==> config.mk <==
export PLATFORM = sky130hd
export DESIGN_NAME = lsab_cw_drain
export DESIGN_NICKNAME = d
export VERILOG_FILES = /design/src/rtl/lsab_cw_drain_pkg.sv /design/src/rtl/lsab_cw_drain_skid.sv /design/src/rtl/lsab_cw_drain.sv
export SDC_FILE = /design/constraint.sdc
export NUM_CORES = 1
export LEC_CHECK = 0
export ABC_AREA = 0
export BUFFER_PORTS_ARGS = -buffer_cell sky130_fd_sc_hd__buf_2
export CORE_MARGIN = 10
export CORE_UTILIZATION = 40
export CTS_CLUSTER_DIAMETER = 100
export DETAILED_ROUTE_END_ITERATION = 8
export PLACE_DENSITY = 0.62
export SKIP_LAST_GASP = 1
export SLEW_MARGIN = 25
export SYNTH_ARGS = -nofsm -noshare
export SYNTH_HDL_FRONTEND = slang
export SYNTH_HIERARCHICAL = 1
export SYNTH_SLANG_ARGS = --single-unit
==> constraint.sdc <==
create_clock -name CLK -period 3.64 [get_ports CLK]
set_input_delay 0.91 -clock CLK [delete_from_list [all_inputs] [get_ports CLK]]
set_output_delay 0.91 -clock CLK [all_outputs]
set_load 0.01 [all_outputs]
==> src/rtl/lsab_cw_drain_pkg.sv <==
// Shared definitions for the LSAB drain: FIFO geometry, return latency,
// arbiter state encoding and the skid-buffer word layout.
package lsab_cw_drain_pkg;

  localparam int LSAB_NFIFO  = 4;
  localparam int LSAB_FIDW   = 2;
  localparam int LSAB_RD_LAT = 2;
  localparam int SKID_DEPTH  = 4;

  typedef enum logic [1:0] {
    ST_IDLE  = 2'd0,
    ST_BURST = 2'd1,
    ST_STALL = 2'd2
  } drain_state_t;

  typedef struct packed {
    logic [LSAB_FIDW-1:0] fifo;
    logic [31:0]          data;
  } skid_word_t;

  // Returns {found, index} of the first requester at or after ptr, wrapping.
  function automatic logic [LSAB_FIDW:0] rr_pick(input logic [LSAB_FIDW-1:0] ptr,
                                                  input logic [LSAB_NFIFO-1:0] req);
    logic [LSAB_FIDW:0]   res;
    logic [LSAB_FIDW-1:0] idx;
    res = '0;
    for (int i = LSAB_NFIFO - 1; i >= 0; i--) begin
      idx = ptr + LSAB_FIDW'(i);
      if (req[idx]) res = {1'b1, idx};
    end
    return res;
  endfunction

endpackage

==> src/rtl/lsab_cw_drain_skid.sv <==
// Four-entry skid FIFO holding returned LSAB words in issue order.
// The head is read straight from registered storage and drives DOUT.
module lsab_cw_drain_skid
  import lsab_cw_drain_pkg::*;
(
  input  logic       CLK,
  input  logic       RST,
  input  logic       push,
  input  skid_word_t push_word,
  input  logic       pop,
  output logic [2:0] occ,
  output skid_word_t head
);

  skid_word_t mem [SKID_DEPTH];
  logic [1:0] wr_ptr;
  logic [1:0] rd_ptr;

  always_ff @(posedge CLK or negedge RST) begin
    if (!RST) begin
      for (int i = 0; i < SKID_DEPTH; i++) mem[i] <= '0;
      wr_ptr <= '0;
      rd_ptr <= '0;
      occ    <= '0;
    end else begin
      if (push) begin
        mem[wr_ptr] <= push_word;
        wr_ptr      <= wr_ptr + 2'd1;
      end
      if (pop) rd_ptr <= rd_ptr + 2'd1;
      occ <= occ + 3'(push) - 3'(pop);
    end
  end

  assign head = mem[rd_ptr];

endmodule

==> src/rtl/lsab_cw_drain.sv <==
// Drains the four lsab_cw FIFOs into one tagged stream. Occupancy is tracked
// by snooping the write port; bursts are granted round-robin under a credit limit.
module lsab_cw_drain
  import lsab_cw_drain_pkg::*;
#(
  parameter int LSAB_AW   = 5,
  parameter int BURST_LEN = 4,
  parameter int RD_LAT    = LSAB_RD_LAT
) (
  input  logic        CLK,
  input  logic        RST,
  input  logic        SNOOP_WRITE,
  input  logic [1:0]  SNOOP_WFIFO,
  output logic        LSAB_READ,
  output logic [1:0]  LSAB_READ_FIFO,
  input  logic [31:0] LSAB_OUT_0,
  input  logic [31:0] LSAB_OUT_1,
  input  logic [31:0] LSAB_OUT_2,
  input  logic [31:0] LSAB_OUT_3,
  input  logic [3:0]  ENABLE,
  output logic [31:0] DOUT,
  output logic [1:0]  DOUT_FIFO,
  output logic        DOUT_VALID,
  input  logic        DOUT_READY,
  output logic        OVERFLOW
);

  localparam int              CW       = LSAB_AW + 1;
  localparam logic [CW-1:0]   CNT_FULL = CW'(1 << LSAB_AW);
  localparam logic [3:0]      BLAST    = 4'(BURST_LEN - 1);

  logic [CW-1:0]   cnt [LSAB_NFIFO];
  logic [3:0]      wr_hit, rd_hit, req;
  logic [2:0]      pick;
  drain_state_t    state;
  logic [1:0]      grant, rr_ptr;
  logic [3:0]      bcnt;
  logic [RD_LAT-1:0] pipe_v;
  logic [1:0]      pipe_f [RD_LAT];
  logic [2:0]      inflight, skid_occ;
  logic            credit_ok, issue, pop;
  logic [CW-1:0]   grant_cnt_after;
  skid_word_t      ret_word, head;

  always_comb begin
    inflight = '0;
    for (int i = 0; i < RD_LAT; i++) inflight = inflight + 3'(pipe_v[i]);
  end

  // Words already in the skid plus those still returning must fit in the skid.
  assign credit_ok = ({1'b0, skid_occ} + {1'b0, inflight}) < 4'd4;
  assign issue     = (state == ST_BURST) && credit_ok;

  always_comb begin
    for (int f = 0; f < LSAB_NFIFO; f++) begin
      wr_hit[f] = SNOOP_WRITE && (SNOOP_WFIFO == 2'(f));
      rd_hit[f] = issue && (grant == 2'(f));
      req[f]    = ENABLE[f] && (cnt[f] != '0);
    end
  end

  assign pick            = rr_pick(rr_ptr, req);
  assign grant_cnt_after = cnt[grant] - CW'(1) + CW'(wr_hit[grant]);

  always_ff @(posedge CLK or negedge RST) begin
    if (!RST) begin
      for (int f = 0; f < LSAB_NFIFO; f++) cnt[f] <= '0;
      OVERFLOW <= 1'b0;
    end else begin
      for (int f = 0; f < LSAB_NFIFO; f++) begin
        if (wr_hit[f] && !rd_hit[f] && cnt[f] != CNT_FULL) cnt[f] <= cnt[f] + CW'(1);
        else if (rd_hit[f] && !wr_hit[f])                  cnt[f] <= cnt[f] - CW'(1);
      end
      if (SNOOP_WRITE && cnt[SNOOP_WFIFO] == CNT_FULL) OVERFLOW <= 1'b1;
    end
  end

  always_ff @(posedge CLK or negedge RST) begin
    if (!RST) begin
      state  <= ST_IDLE;
      grant  <= '0;
      rr_ptr <= '0;
      bcnt   <= '0;
    end else begin
      case (state)
        ST_IDLE: begin
          if (pick[2]) begin
            grant <= pick[1:0];
            bcnt  <= '0;
            state <= ST_BURST;
          end
        end
        ST_BURST: begin
          if (!credit_ok) begin
            state <= ST_STALL;
          end else begin
            bcnt <= bcnt + 4'd1;
            if (bcnt == BLAST || grant_cnt_after == '0 || !ENABLE[grant]) begin
              rr_ptr <= grant + 2'd1;
              state  <= ST_IDLE;
            end
          end
        end
        ST_STALL: begin
          if (!ENABLE[grant]) begin
            rr_ptr <= grant + 2'd1;
            state  <= ST_IDLE;
          end else if (credit_ok) begin
            state <= ST_BURST;
          end
        end
        default: state <= ST_IDLE;
      endcase
    end
  end

  always_ff @(posedge CLK or negedge RST) begin
    if (!RST) begin
      pipe_v <= '0;
      for (int i = 0; i < RD_LAT; i++) pipe_f[i] <= '0;
    end else begin
      pipe_v    <= {pipe_v[RD_LAT-2:0], issue};
      pipe_f[0] <= grant;
      for (int i = 1; i < RD_LAT; i++) pipe_f[i] <= pipe_f[i-1];
    end
  end

  always_comb begin
    ret_word.fifo = pipe_f[RD_LAT-1];
    case (pipe_f[RD_LAT-1])
      2'd0:    ret_word.data = LSAB_OUT_0;
      2'd1:    ret_word.data = LSAB_OUT_1;
      2'd2:    ret_word.data = LSAB_OUT_2;
      default: ret_word.data = LSAB_OUT_3;
    endcase
  end

  assign pop = DOUT_VALID && DOUT_READY;

  lsab_cw_drain_skid u_skid (
    .CLK       (CLK),
    .RST       (RST),
    .push      (pipe_v[RD_LAT-1]),
    .push_word (ret_word),
    .pop       (pop),
    .occ       (skid_occ),
    .head      (head)
  );

  assign LSAB_READ      = issue;
  assign LSAB_READ_FIFO = grant;
  assign DOUT           = head.data;
  assign DOUT_FIFO      = head.fifo;
  assign DOUT_VALID     = skid_occ != 3'd0;

endmodule
==> results_dict.tcl, run 1 <==
set metrics [dict create \
    run_status "finished, final reports clean" \
    htree_num_levels 4 \
    post_layout_utilization_of_the_core_pct 47.32 \
    power.density_cell_area_nw_per_um2 945.1 \
    route.met3.wl_um 1111 \
    hold_viol 0 \
    hp-class "reg -> reg" \
    p_leak_uw 0.005841 \
    start_util_pct 40.55 \
    tritoncts.num_buffers 17 \
    setup_tns_ns 0 \
    timing.rr.start "u_skid/occ[0]" \
    clk_transition_reported_paths_ns 0.08 \
    topRoutingLayerUsed "met4" \
    post-route-period-util_pct 84.76 \
    num_io_pins 177 \
    floorplan.die.height_um 182.3 \
    number_of_global_route_vias_before_repair 7013 \
    number_of_synthesized_flops_with_an_enable_pin 0 \
    critPathTopFamily "compound AO/OA/AOI/OAI gates" \
    mostFrequentLayoutCell "sky130_fd_sc_hd__dfrtp_1" \
    grt_overflow 0 \
    area_delta_synth_final_pct 16.70 \
    drive_gt1_share_pct 53.90 \
    die_area_um2 33230 \
    timing.hold.ws_ns 0.3552 \
    detail_route.wirelength.met1_um 10530 \
    synth.ff_latch_count 184 \
    postSynth.topFlopCell "sky130_fd_sc_hd__dfrtp_1" \
    synth_fp_nets 843 \
    slew_limit_fails 0 \
    area_inside_the_core_boundary_um2 25980 \
    most_frequent_cells_in_the_layout "sky130_fd_sc_hd__dfrtp_1 (181), sky130_fd_sc_hd__buf_2 (175), sky130_fd_sc_hd__mux2_4 (120), sky130_fd_sc_hd__mux4_2 (66), sky130_fd_sc_hd__mux2_2 (37)" \
    path_cells "ha_1 > a21o_1 > a211oi_2 > buf_4 > a21oi_1 > nand2_1 > ha_1 > a21o_2 > a211oi_1 > o21bai_1 > mux2_2 > mux2i_1" \
    hold_start "pipe_f[2]" \
    synth.area.top_cells "sky130_fd_sc_hd__dfrtp_1 (44%), sky130_fd_sc_hd__mux2_4 (17%), sky130_fd_sc_hd__mux4_2 (14%)" \
    cts_hold_buf 0 \
    path_max_fanout 16 \
    global_route_usage_over_all_layers_pct 14.09 \
    drt-pass1-iter-count 4 \
    synth_cells 670 \
    critical-path-slowest-cell "sky130_fd_sc_hd__dfrtp_1" \
    detail_route.wl_per_cell_um 19.53 \
    post_cts.repair.setup_buffers 0 \
    crit_path_end_kind "flop" \
    final_period_minus_worst_setup_slack_ns 3.085 \
    clockRootBuffer "sky130_fd_sc_hd__clkbuf_16" \
    clock_sinks 184 \
    antenna_found_initial 0 \
    cp_data_arrival_time_ns 3.45 \
    routed-via-count 6326 \
    path_common_cell "sky130_fd_sc_hd__ha_1" \
    top_area_cell_type_share_of_the_netlist_area_pct 43.70 \
    wire_length_of_the_first_global_routing_pass_um 38190 \
    drtIter0Drc 305 \
    tritoncts "built" \
    cts_buffer_depth 2 \
    critical-path-max-stage-delay_ns 0.40 \
    met2_length_um 11480 \
    ant_nets 0 \
    vias_per_cell 5.298 \
    hpwlAfterDp_um 16060 \
    nNetsFinal 1019 \
    floorplan.rows 59 \
    timing.critical_path.from_type "flop" \
    place.gp.congestion 0.7863 \
    worst-slew-pin-transition_ns 0.8385 \
    maxCapViolCount 0 \
    maximum_ir_drop_on_the_vdd_rail_mv 0.4552 \
    postCtsResizedCells 0 \
    fraction_of_synthesis_flops_using_an_asynchronous_set_or_reset_pin_pct 100.0 \
    rsz0062_at_grt "false" \
    fp.dieW_um 182.3 \
    io_buffers 176 \
    timing.clock.skew_ns 0.01438 \
    netlist-cell-type-count 52 \
    worstPathBufferInverterCount 1 \
    yosysTopAreaCell "sky130_fd_sc_hd__dfrtp_1" \
    antenna_cells_inserted 0 \
    synth-seq-area-share_pct 43.70 \
    max-slew-margin-rel_pct 44.10 \
    timing_worst_setup_path_type "reg -> reg" \
    detail_route.wirelength_um 23320 \
    worst_setup_path_startpoint "u_skid/occ[0]" \
    setup_viol 0 \
    yosysWarningCount 6 \
    netlist_area_um2 10540 \
    insertion_delay_ns 0.43 \
    max_freq_mhz 324.1 \
    maximum_number_of_pins_on_one_net_before_global_route_repair 77 \
    drcViolationCount 0 \
    avgSynthCellArea_um2 15.73 \
    critical_path_required_ns 4.00 \
]
[report_power, final]
part / leakage [µW] / switching, µW / internal (µW) / total, µW
logic: 0.00337 / 2380 / 3370 / 5750
clock network: 0.000301 / 961 / 953 / 1910
registers: 0.00217 / 868 / 3080 / 3950
total: 0.00584 / 4210 / 7410 / 11600
[routing by layer]
metal | track usage [%] | vias up
li1 | - | 2913
met1 | 17.94 | 3273
met2 | 23.70 | 127
met3 | 3.541 | 13
met4 | 3.091 | 0
met5 | 0 | -
[synth_stat cells, types with 9 or more instances]
cell and number:
sky130_fd_sc_hd__buf_6 13, sky130_fd_sc_hd__a21o_1 9, sky130_fd_sc_hd__a21oi_1 19, sky130_fd_sc_hd__xor2_1 10
sky130_fd_sc_hd__nor2_1 19, sky130_fd_sc_hd__inv_1 17, sky130_fd_sc_hd__nand2_1 16, sky130_fd_sc_hd__mux2i_1 9
sky130_fd_sc_hd__mux2_2 37, sky130_fd_sc_hd__mux2_4 120, sky130_fd_sc_hd__dfrtp_1 184, sky130_fd_sc_hd__ha_1 30
sky130_fd_sc_hd__buf_2 9, sky130_fd_sc_hd__a211oi_1 9, sky130_fd_sc_hd__mux4_2 66, sky130_fd_sc_hd__xnor2_1 17
[worst paths after layout]
kind / endpoint / slack, ns / depth (start not counted)
worst min-delay path: pipe_f[0] / 0.36 / 0
min in group asynchronous: u_skid/mem[109] / 0.43 / 1
worst max-delay path: cnt[17] / 0.55 / 12
max in group asynchronous: u_skid/mem[1] / 2.33 / 2
worst max register to register: cnt[17] / 0.55 / 12
worst min register to register: pipe_f[0] / 0.36 / 0
[flip-flops by register name (all words and copies together), names as in the netlist]
| name | cells |
|---|---|
| u_skid/wr_ptr | 2 |
| cnt | 24 |
| pipe_v | 2 |
| u_skid/mem | 136 |
| bcnt | 4 |
| pipe_f | 4 |
| LSAB_READ_FIFO | 2 |
| u_skid/rd_ptr | 2 |
| OVERFLOW | 1 |
| state | 2 |
| u_skid/occ | 3 |
| rr_ptr | 2 |
[layout make-up]
type	instances	area, µm²
tap	335	419.2
timing repair buffer	188	1002
inverter	17	63.81
multi-input combinational	438	5587
clock buffer	17	425.4
fill	2301	13690
sequential	184	4608
clock inverter	15	190.2
[per-stage QoR]
stage	setup slack [ns]	cells	power (µW)	cell area, µm²
floorplan	0.6740	670	8331	10540
global placement	0.3609	1162	9712	11680
detailed placement	0.3216	1162	9804	11680
finish	0.5546	1194	11620	12300
CTS	0.5152	1194	11790	12300
global route	0.3079	1194	12470	12300
[cells by family after synthesis]
| group | Yosys count | synth area share [%] |
|---|---|---|
| buf+inv | 48 | 3.278 |
| mux | 239 | 37.76 |
| compound gates | 72 | 5.059 |
| fa+ha+maj | 35 | 4.513 |
| flops | 184 | 43.70 |
| xor+xnor | 27 | 2.244 |
| simple gates | 65 | 3.444 |
Note: power is estimated with default switching activity, not from simulation.
==> run 2, diff against run 1 <==
PLACE_DENSITY = 0.64   (was 0.62)
clock period = 2.8 ns   (was 3.64 ns; I/O delays follow)
==> results_dict.tcl, run 2 (same netlist as run 1, synthesis figures left out) <==
set metrics [dict create \
    run_status "finished, final reports clean" \
    global_route_usage_over_all_layers_pct 14.81 \
    cts_buffer_depth 2 \
    maximum_ir_drop_on_the_vdd_rail_mv 0.6482 \
    maxCapViolCount 0 \
    grt_overflow 0 \
    fp.dieW_um 182.3 \
    io_buffers 176 \
    place.gp.congestion 0.7994 \
    timing.clock.skew_ns 0.01674 \
    number_of_global_route_vias_before_repair 7181 \
    place_worst_setup_slack_ns -0.05928 \
    num_io_pins 177 \
    mostFrequentLayoutCell "sky130_fd_sc_hd__dfrtp_1" \
    insertion_delay_ns 0.44 \
    crit_path_end_kind "output port" \
    start_util_pct 40.55 \
    timing_worst_setup_path_type "reg -> out" \
    tritoncts.num_buffers 17 \
    clock_sinks 184 \
    drcViolationCount 0 \
    post_layout_utilization_of_the_core_pct 49.51 \
    clockRootBuffer "sky130_fd_sc_hd__clkbuf_16" \
    maximum_number_of_pins_on_one_net_before_global_route_repair 60 \
    most_frequent_cells_in_the_layout "sky130_fd_sc_hd__dfrtp_1 (180), sky130_fd_sc_hd__buf_2 (176), sky130_fd_sc_hd__mux2_4 (121), sky130_fd_sc_hd__mux4_2 (66), sky130_fd_sc_hd__buf_4 (54)" \
    routed-via-count 6567 \
    post-route-period-util_pct 97.54 \
    p_leak_uw 0.006104 \
    hp-class "in -> async" \
    vias_per_cell 5.279 \
    tritoncts "built" \
    power.density_cell_area_nw_per_um2 1232 \
    instances_no_fill 1244 \
    final_period_minus_worst_setup_slack_ns 2.731 \
    drt-pass1-iter-count 4 \
    ant_nets 0 \
    area_delta_synth_final_pct 22.11 \
    critical_path_required_ns 2.10 \
    filler_cell_count 2226 \
    largest_register_ffs 136 \
    hpwlAfterDp_um 17090 \
    max_freq_mhz 366.2 \
    detail_route.wl_per_cell_um 19.72 \
    antenna_cells_inserted 0 \
    worst-slew-pin-transition_ns 0.9067 \
    dp_cells 1206 \
    wire_length_of_the_first_global_routing_pass_um 39560 \
    rsz0062_at_grt "true" \
    largest-register "u_skid/mem" \
    placed_cell_area_um2 12080 \
    fin_area_um2 12870 \
    area_inside_the_core_boundary_um2 25980 \
    clk_transition_reported_paths_ns 0.09 \
    timing.critical_path.from_type "flop" \
    setup_viol 0 \
    max-slew-margin-rel_pct 39.55 \
    drtIter0Drc 374 \
    nNetsFinal 1069 \
    die_area_um2 33230 \
    antenna_found_initial 0 \
    hold_viol 0 \
    detail_route.wirelength_um 24540 \
    setup_tns_ns 0 \
    path_max_fanout 7 \
    fin_ws_ns 0.06898 \
    drive_gt1_share_pct 58.86 \
    cp_data_arrival_time_ns 2.03 \
    largestRegisters "u_skid/mem (136), cnt (24)" \
    slew_limit_fails 0 \
    floorplan.die.height_um 182.3 \
    htree_num_levels 4 \
    floorplan.rows 59 \
]
[run 2: cell types whose count changed in the layout (fill, tap and decap cells not counted), moves of 3 or more]
cell,before,now
sky130_fd_sc_hd__buf_4,10,54
sky130_fd_sc_hd__ha_1,30,22
sky130_fd_sc_hd__a21oi_1,19,13
sky130_fd_sc_hd__a21oi_2,4,10
sky130_fd_sc_hd__buf_12,2,7
sky130_fd_sc_hd__ha_4,0,5
sky130_fd_sc_hd__a211oi_1,9,5
sky130_fd_sc_hd__a211oi_2,1,4
sky130_fd_sc_hd__ha_2,0,3
[run 2: worst max-delay path, stage by stage, from the launching register on]
cell and delay (ns):
sky130_fd_sc_hd__dfrtp_1 0.39, sky130_fd_sc_hd__ha_1 0.27, sky130_fd_sc_hd__a21o_1 0.22, sky130_fd_sc_hd__a211oi_4 0.25
sky130_fd_sc_hd__buf_12 0.16, sky130_fd_sc_hd__buf_4 0.15, sky130_fd_sc_hd__buf_2 0.14
[run 2: power by group]
part	total, µW	internal [µW]	switching (µW)	leakage [µW]
Clock	2480	1230	1250	0.000299
Sequential	5070	4020	1060	0.00217
Combinational	8300	4910	3400	0.00363
Total	15900	10100	5700	0.00610
[run 2: final timing paths]
path                                     to     startpoint  slack [ns]  cells after the start
max                               LSAB_READ  u_skid/occ[0]        0.07                      6
min reg2reg                       pipe_f[1]      pipe_f[3]        0.35                      0
min in group CLK                  pipe_f[1]      pipe_f[3]        0.35                      0
min                          u_skid/mem[89]            RST        0.15                      1
max reg2reg                         cnt[17]  u_skid/occ[0]        0.11                     12
max in group asynchronous  u_skid/rd_ptr[0]            RST        1.96                      2
[run 2: per-stage QoR]
step                      hold WS, ns  power, µW
after floorplan                0.3312      10860
after global placement         0.3347      13060
after detailed placement       0.3371      13210
after CTS                      0.1475      15820
after global routing           0.1496      16950
final                          0.1462      15850
[run 2: cell type report]
| cell class | instances | area (µm²) | share of cell area (%) |
|---|---|---|---|
| Multi-Input combinational cell | 438 | 5718 | 44.44 |
| Tap cell | 335 | 419.2 | 3.258 |
| Sequential cell | 184 | 4612 | 35.85 |
| Clock buffer | 17 | 425.4 | 3.306 |
| Inverter | 17 | 63.81 | 0.4960 |
| Clock inverter | 15 | 190.2 | 1.478 |
| Timing Repair Buffer | 238 | 1438 | 11.17 |
[run 2: what timing repair did]
action / 4_1_cts / 5_1_grt
gates resized for setup: 1 / 24
setup endpoints to repair: 1 / 14
hold buffers: 0 / 0
buffers inserted: 2 / 4
pin swaps: 3 / 11
[run 2: routing by layer]
metal / vias up / part of all wire, % / GRT usage, %
met3: 18 / 5.9 / 3.858
li1: 3006 / - / -
met5: - / 0 / 0
met2: 159 / 49 / 24.50
met4: 0 / 0.96 / 3.742
met1: 3384 / 44 / 18.93
